`config.mk`:
```
export PLATFORM = sky130hd
export DESIGN_NAME = bus_arbiter
export DESIGN_NICKNAME = d
export VERILOG_FILES = /design/src/rtl/bus_arbiter.sv
export SDC_FILE = /design/constraint.sdc
export NUM_CORES = 1
export LEC_CHECK = 0
export CORE_ASPECT_RATIO = 0.9
export CORE_MARGIN = 1.5
export CORE_UTILIZATION = 42
export CTS_CLUSTER_SIZE = 30
export DETAILED_ROUTE_END_ITERATION = 12
export HOLD_SLACK_MARGIN = 0.12
export PLACE_DENSITY = 0.83
export SETUP_SLACK_MARGIN = 0.2
export SYNTH_ARGS = -nofsm -noshare
export SYNTH_HDL_FRONTEND = slang
export SYNTH_SLANG_ARGS = --single-unit
export TNS_END_PERCENT = 1
```
`constraint.sdc`:
```
create_clock -name clk -period 2.15 [get_ports clk]
set_input_delay 0.215 -clock clk [delete_from_list [all_inputs] [get_ports clk]]
set_output_delay 0.215 -clock clk [all_outputs]
set_load 0.1 [all_outputs]
```
`src/rtl/bus_arbiter.sv`:
```
// rtl/bus_arbiter.sv - two-requester round-robin arbiter onto a shared bus chain
// One transaction in flight; responses are matched by address and abandoned after TIMEOUT idle WAIT cycles.
module bus_arbiter #(
    parameter int TIMEOUT = 255
) (
    input  logic        clk,
    input  logic        rst,

    input  logic [15:0] a_addr,
    input  logic [15:0] a_data,
    input  logic        a_rw,
    input  logic        a_valid,
    output logic        a_ready,
    output logic [15:0] a_res_data,
    output logic        a_res_valid,

    input  logic [15:0] b_addr,
    input  logic [15:0] b_data,
    input  logic        b_rw,
    input  logic        b_valid,
    output logic        b_ready,
    output logic [15:0] b_res_data,
    output logic        b_res_valid,

    output logic [15:0] addr_o,
    output logic [15:0] wdata_o,
    output logic [15:0] rdata_o,
    output logic        rw_o,
    output logic        valid_o,

    input  logic [15:0] addr_i,
    input  logic [15:0] wdata_i,
    input  logic [15:0] rdata_i,
    input  logic        rw_i,
    input  logic        valid_i,

    output logic        timeout_o
);

    localparam int CNT_W = (TIMEOUT < 1) ? 1 : $clog2(TIMEOUT + 1);
    localparam logic [CNT_W:0] CNT_LIMIT = (CNT_W + 1)'(TIMEOUT);

    typedef enum logic [1:0] {
        IDLE  = 2'd0,
        ISSUE = 2'd1,
        WAIT  = 2'd2
    } state_t;

    state_t         state_q;
    logic           last_b_q;
    logic           owner_b_q;
    logic [CNT_W-1:0] cnt_q;
    logic [15:0]    addr_q;
    logic [15:0]    wdata_q;
    logic           rw_q;
    logic           valid_q;
    logic           a_res_valid_q;
    logic [15:0]    a_res_data_q;
    logic           b_res_valid_q;
    logic [15:0]    b_res_data_q;
    logic           timeout_q;

    logic           grant_a;
    logic           grant_b;
    logic           accept_a;
    logic           accept_b;
    logic           in_flight;
    logic           resp_hit;
    logic [15:0]    resp_data;
    logic [CNT_W:0] cnt_inc;
    logic           expire;

    // Round-robin: on contention the requester not served last wins.
    assign grant_a  = a_valid & (~b_valid | last_b_q);
    assign grant_b  = b_valid & (~a_valid | ~last_b_q);
    assign a_ready  = ~rst & (state_q == IDLE) & grant_a;
    assign b_ready  = ~rst & (state_q == IDLE) & grant_b;
    assign accept_a = a_valid & a_ready;
    assign accept_b = b_valid & b_ready;

    assign in_flight = (state_q == ISSUE) | (state_q == WAIT);
    assign resp_hit  = in_flight & valid_i & (addr_i == addr_q);
    assign resp_data = rw_i ? wdata_i : rdata_i;

    // The increment that lands on TIMEOUT ends the wait on the next cycle.
    assign cnt_inc = {1'b0, cnt_q} + {{CNT_W{1'b0}}, 1'b1};
    assign expire  = (cnt_inc >= CNT_LIMIT);

    always_ff @(posedge clk) begin
        if (rst) begin
            state_q       <= IDLE;
            last_b_q      <= 1'b1;
            owner_b_q     <= 1'b0;
            cnt_q         <= '0;
            addr_q        <= '0;
            wdata_q       <= '0;
            rw_q          <= 1'b0;
            valid_q       <= 1'b0;
            a_res_valid_q <= 1'b0;
            a_res_data_q  <= '0;
            b_res_valid_q <= 1'b0;
            b_res_data_q  <= '0;
            timeout_q     <= 1'b0;
        end else begin
            valid_q       <= 1'b0;
            a_res_valid_q <= 1'b0;
            b_res_valid_q <= 1'b0;
            timeout_q     <= 1'b0;
            unique case (state_q)
                IDLE: begin
                    if (accept_a || accept_b) begin
                        addr_q    <= accept_a ? a_addr : b_addr;
                        wdata_q   <= accept_a ? a_data : b_data;
                        rw_q      <= accept_a ? a_rw   : b_rw;
                        owner_b_q <= accept_b;
                        last_b_q  <= accept_b;
                        valid_q   <= 1'b1;
                        cnt_q     <= '0;
                        state_q   <= ISSUE;
                    end
                end
                ISSUE, WAIT: begin
                    // A response beats a timeout expiring in the same cycle.
                    if (resp_hit) begin
                        if (owner_b_q) begin
                            b_res_valid_q <= 1'b1;
                            b_res_data_q  <= resp_data;
                        end else begin
                            a_res_valid_q <= 1'b1;
                            a_res_data_q  <= resp_data;
                        end
                        state_q <= IDLE;
                    end else if (state_q == ISSUE) begin
                        state_q <= WAIT;
                    end else if (expire) begin
                        if (owner_b_q) begin
                            b_res_valid_q <= 1'b1;
                            b_res_data_q  <= '0;
                        end else begin
                            a_res_valid_q <= 1'b1;
                            a_res_data_q  <= '0;
                        end
                        timeout_q <= 1'b1;
                        cnt_q     <= cnt_inc[CNT_W-1:0];
                        state_q   <= IDLE;
                    end else begin
                        cnt_q <= cnt_inc[CNT_W-1:0];
                    end
                end
                default: state_q <= IDLE;
            endcase
        end
    end

    assign addr_o      = addr_q;
    assign wdata_o     = wdata_q;
    assign rw_o        = rw_q;
    assign valid_o     = valid_q;
    assign rdata_o     = '0;
    assign a_res_valid = a_res_valid_q;
    assign a_res_data  = a_res_data_q;
    assign b_res_valid = b_res_valid_q;
    assign b_res_data  = b_res_data_q;
    assign timeout_o   = timeout_q;

endmodule

```
# Word-level counts from Yosys, hierarchy flattened
# Cells that the tools add are included.
[classes]
n_lt_le_gt_ge = 1
addsub = 1
bitwise_logic = 18
mux = 33
n_eq_ne = 12
reduce_logical = 13
[op_table]
columns = ["op", "n"]
rows = [
  ["2-to-1 mux 16 bit", 13],
  ["2-to-1 mux 8 bit", 3],
  ["== test 16 bit", 1],
  ["case mux 8 bit (2 select lines)", 1],
  ["2-to-1 mux 1 bit", 11],
  ["!= test 2 bit, second input constant", 5],
  ["AND reduction 5 bit", 2],
  ["adder 8 x 1 -> 9 bit, second input constant", 1],
  ["AND 1 bit", 9],
  [">= comparator 9 x 8 -> 1 bit, second input constant", 1],
  ["2-to-1 mux 2 bit", 4],
  ["!= test 3 x 2 -> 1 bit, second input constant", 2],
  ["NOT 1 bit", 6],
  ["OR reduction 2 bit", 3],
  ["!= test 4 bit, second input constant", 1],
  ["case mux 2 bit (2 select lines)", 1],
  ["AND reduction 2 bit", 2],
  ["AND reduction 4 bit", 1],
  ["nonzero test 2 bit", 2],
  ["OR reduction 4 bit", 1],
  ["bitwise OR 1 bit", 3],
  ["== test 2 x 1 -> 1 bit, second input constant", 1],
  ["== test 2 bit, second input constant", 1],
  ["zero test 2 bit", 1],
  ["2 further kinds", 2],
]
[word_totals]
word_cells = 91
in_bits = 120
output_inout_bits = 87
reg_bits = 81

# Logic depth before layout (Yosys ltp)
[depth]
word_depth = 8
ltp_mapped = 9
ltp_nobuf = 8

# Worst setup path before layout
# Ideal clock, no wire load.
[synth_timing]
kind = "reg2reg"
from = "register addr_q[8] (netlist: addr_o[8])"
to = "register state_q[1]"
required_ns = 2.017
stages_incl_launch_ff = 8
arrival_ns = 2.332
period_less_slack_ns = 2.465
n_path_buf = 1
path_slack_ns = -0.315
setup_time_ns = 0.133
cell_sequence = "dfxtp_1 -> xor2_1 -> nor4_1 -> nand4_1 -> or4_1 -> buf_2 -> nand4_1 -> a31oi_1"
[synth_between]
elab_chain_len = 4
elab_cells_between_ends = 6
cone_classes = "eq/ne: 2; mux: 2; bitwise: 1; reduce/logical: 1"
[synth_rtl]
columns = ["element", "line", "text"]
rows = [
  ["start, declared", "53", "logic [15:0] addr_q;"],
  ["start signal, assigned", "112", "addr_q <= accept_a ? a_addr : b_addr;"],
  ["== test 16 bit *", "82", "assign resp_hit = in_flight & valid_i & (addr_i == addr_q);"],
  ["AND 1 bit *", "82", ""],
  ["!= test 4 bit (no line) / 2-to-1 mux 2 bit (equally long branches)", "n/a", ""],
  ["AND reduction 2 bit (no line) / case mux 2 bit (2 select lines) (equally long branches)", "n/a", ""],
  ["end signal, assigned", "91", "state_q <= IDLE;"],
  ["end signal, assigned", "119", "state_q <= ISSUE;"],
  ["end signal, assigned", "132", "state_q <= IDLE;"],
  ["end, declared", "49", "state_t state_q;"],
]
# Mark *: on every way between the ends. The rest lies on a longest branch, timed or not.
# A chain may end at the register's enable or synchronous reset.

# Final worst setup path
[layout_timing]
from = "register addr_q[13] (netlist: addr_o[13])"
to = "register state_q[0]"
# The elaborated chain is that of the path after synthesis.

==> summary.md <==
| Metric | Value |
|---|---|
| Status | completed |
| Setup ws final | 0.0921 ns |
| CP top delay family | simple AND/OR/NAND/NOR gates |
| First-pass GRT wire length | 21300 µm |
| Ordered list of cells on the worst path | xor2_1 > nor4_2 > nand4_1 > or4_4 > buf_6 > a31oi_2 > o32ai_1 |
| Crit. End Element | flop |
| Filler cells | 799 |
| Worst slack at placement | -0.208 ns |
| DR vias | 4470 |
| CP arrival | 2.23 ns |
| Vias per cell | 5.59 |
| Vias in the first global route | 4315 |
| Unrepaired setup endpoints after global routing | true |
| Total Power | 5820 µW |
| Global Route Usage Sum | 23.7% |
| Port Buf Inserts | 190 |
| Slowest cell on the critical path | or4_4 |
| Max_slew headroom | 42.1% |
| Worst-Skew Late Latency | 0.33 ns |
| Routed wl met3 | 755 µm |
| Slew @ Worst Pin | 0.868 ns |
| WP data required | 2.32 ns |
| Max Used Layer | met4 |
| Synth top area cells | dfxtp_1 37%, a211oi_1 8.4%, mux2i_1 7.8% |
| Most common cell in the netlist | dfxtp_1 |
| Tmin final | 2.06 ns |
| DRC viols | 0 |
| CTS H-tree depth | 3 |
| CTS tree | done |
| Max frequency | 486 MHz |
| Routability Congestion | 0.840 |
| Area occupied by multi-input gates | 2520 µm² |
| Syn avg cell area | 8.89 µm² |
| Clock Tree Buf Depth | 2 |
| Root buf cell | clkbuf_16 |
| Synth async-reset ratio | 0% |
| DP HPWL | 9870 µm |
| Final non-filler cell total | 800 |
| Crit Path Class | flop to flop |
| Synth-to-layout area growth | 53.0% |
| Clock transition at the registers of the reported paths | 0.06 ns |
| TritonCTS Sinks | 81 |
| Final setup violation count | 0 |
| Share of layout cells above drive strength 1 | 25.3% |
| Fin. max-slew vios | 0 |
| Initial drt markers | 207 |
| Largest net degree at the start of global routing | 80 |
| Site Rows | 35 |
| Post-Syn Instances | 491 |
| Static leakage | 0.00250 µW |
| Sequential Area | 1680 µm² |
| Post-layout nets | 791 |
| Max Clock Skew | 0.00933 ns |
| Max Fanout on Critical Path | 7 |
| Yosys reg bits | 81 |
| Max-cap viol count | 0 |
| Post-synth top area share | 37.1% |
| Worst hold path type | input pin to flop |
| Pwr dens | 872 nW/µm² |
| Synth Cell Area | 4370 µm² |
| Worst VDD drop | 0.000507 V |
| Num CTS Buffers | 9 |
| Core area | 10200 µm² |
| DR WL met2 | 7220 µm |
| Slowest Stage Delay on Critical Path | 0.46 ns |
| Die area | 11000 µm² |
| Tcrit/Tclk final | 95.7% |
| Crit path buf inv count | 1 |
| Prevailing post-synth register cell | dfxtp_1 |
| Synth cell count leaders | 81 x dfxtp_1, 49 x a211oi_1, 42 x nor2_1 |
| Routed len/inst | 17.1 µm |
| Diodes inserted | 0 |
| Sequential fraction of the synthesis area | 37.1% |
| Met1 wire length | 5480 µm |
| Die width | 110 µm |
| Placed Instances | 780 |
| Leading area contributor after synthesis | dfxtp_1 |
| Grt total ovfl | 0 |
| YS warnings | 0 |
| I/O pin cnt | 207 |
| Drt pass-1 iters | 5 |
| Post-route setup TNS | 0 ns |
| Post-Route WL | 13700 µm |
| Routed Antenna Nets | 0 |
| Final Hold Vio Count | 0 |
| Initial antenna violation count | 0 |
| Worst setup SP type | flop |
| Die Y | 99.7 µm |
| Yosys cell types | 44 |
| Starting density of the core | 43.0% |
| Post-synth EDFFs | 0 |
where the power goes:
| group | leakage, µW | switching (µW) | internal, µW |
|---|---|---|---|
| combinational | 0.00168 | 1740 | 771 |
| clock | 0.000145 | 623 | 893 |
| sequential | 0.000671 | 131 | 1660 |
| total | 0.00250 | 2500 | 3330 |
layout by cell type (no fill, tap or decap), types with 2 or more instances in the layout:
cell and count:
nor3_1 4, nor2b_1 4, dfxtp_4 12, o21ai_0 3
and2_1 5, and3_1 3, nand4_1 11, ha_4 2
ha_1 3, nor2_1 41, o21ai_1 2, nand2_1 10
a311oi_1 13, inv_1 5, clkdlybuf4s50_1 118, clkbuf_16 11
buf_4 83, nand4b_1 3, o31ai_1 6, dfxtp_1 61
a311oi_2 3, a21oi_1 27, conb_1 16, inv_2 2
buf_12 7, mux2_2 16, dfxtp_2 8, or2_2 2
nor4_1 2, nand3_1 21, clkinv_4 2, a31oi_1 34
xor2_1 16, a211oi_1 48, mux2i_1 34, nor4_2 4
buf_2 2
worst paths after layout:
path	startpoint	to	slack, ns	cells after the start
min	rst	state_q[0]	0.43	4
max reg2reg	addr_o[13]	state_q[0]	0.09	7
min reg2reg	wdata_o[1]	wdata_o[1]	0.50	2
max	addr_o[13]	state_q[0]	0.09	7
worst reg2reg max path, delay by kind of cell, from the launching register on:
| kind | cells | cell delay, ns |
|---|---|---|
| and+or+nand+nor | 3 | 0.93 |
| DFF | 1 | 0.36 |
| AOI/OAI and AO/OA | 2 | 0.27 |
| xor gates and xnor gates | 1 | 0.19 |
| buffers and inverters | 1 | 0.16 |
per-stage QoR:
stage | area [µm²] | utilization (%) | hold slack [ns]
2_1_floorplan | 4470 | - | 0.439
3_3_place_gp | 6240 | 61.4 | 0.490
3_5_place_dp | 6240 | 61.4 | 0.494
4_1_cts | 6580 | 64.7 | 0.412
5_1_grt | 6680 | 65.8 | 0.457
6_report | 6680 | 65.8 | 0.426
cells by family after synthesis:
group                    Yosys count  share of synthesized area, %
multiplexers                      50                          11.9
flip-flops                        81                          37.1
buffers and inverters             70                          8.71
AO/OA/AOI/OAI                    150                          23.4
AND/OR/NAND/NOR                  118                          14.2
adder cells (fa/ha/maj)            5                          1.43
other                              1                        0.0859
XOR/XNOR                          16                          3.21
registers in the layout, indices dropped and copies added (netlist names), 2 cells and up:
| name | count |
|---|---|
| a_res_data | 16 |
| addr_o | 16 |
| b_res_data | 16 |
| cnt_q | 8 |
| state_q | 2 |
| wdata_o | 16 |
repair_timing:
item                       in CTS  in global routing
cloned                          0                  2
pin swaps                       1                  4
setup endpoints to repair      46                 58
hold buffers                    0                  0
resized for setup               9                 14
setup buffers                   1                  1
per-layer routing:
layer,up-vias,GRT usage (%)
li1,2168,-
met4,0,8.38
met3,18,5.36
met5,-,0
met1,2125,27.7
met2,159,42.7
final cells by class:
cell class	instances	area share, %
well taps	129	2.42
repair buffers	212	29.8
clock buffers	12	4.01
flip-flops and latches	81	25.1
inverters	7	0.393
multi-input cells	355	37.8
clock inverters	4	0.506
(Power assumes the default switching activity.)
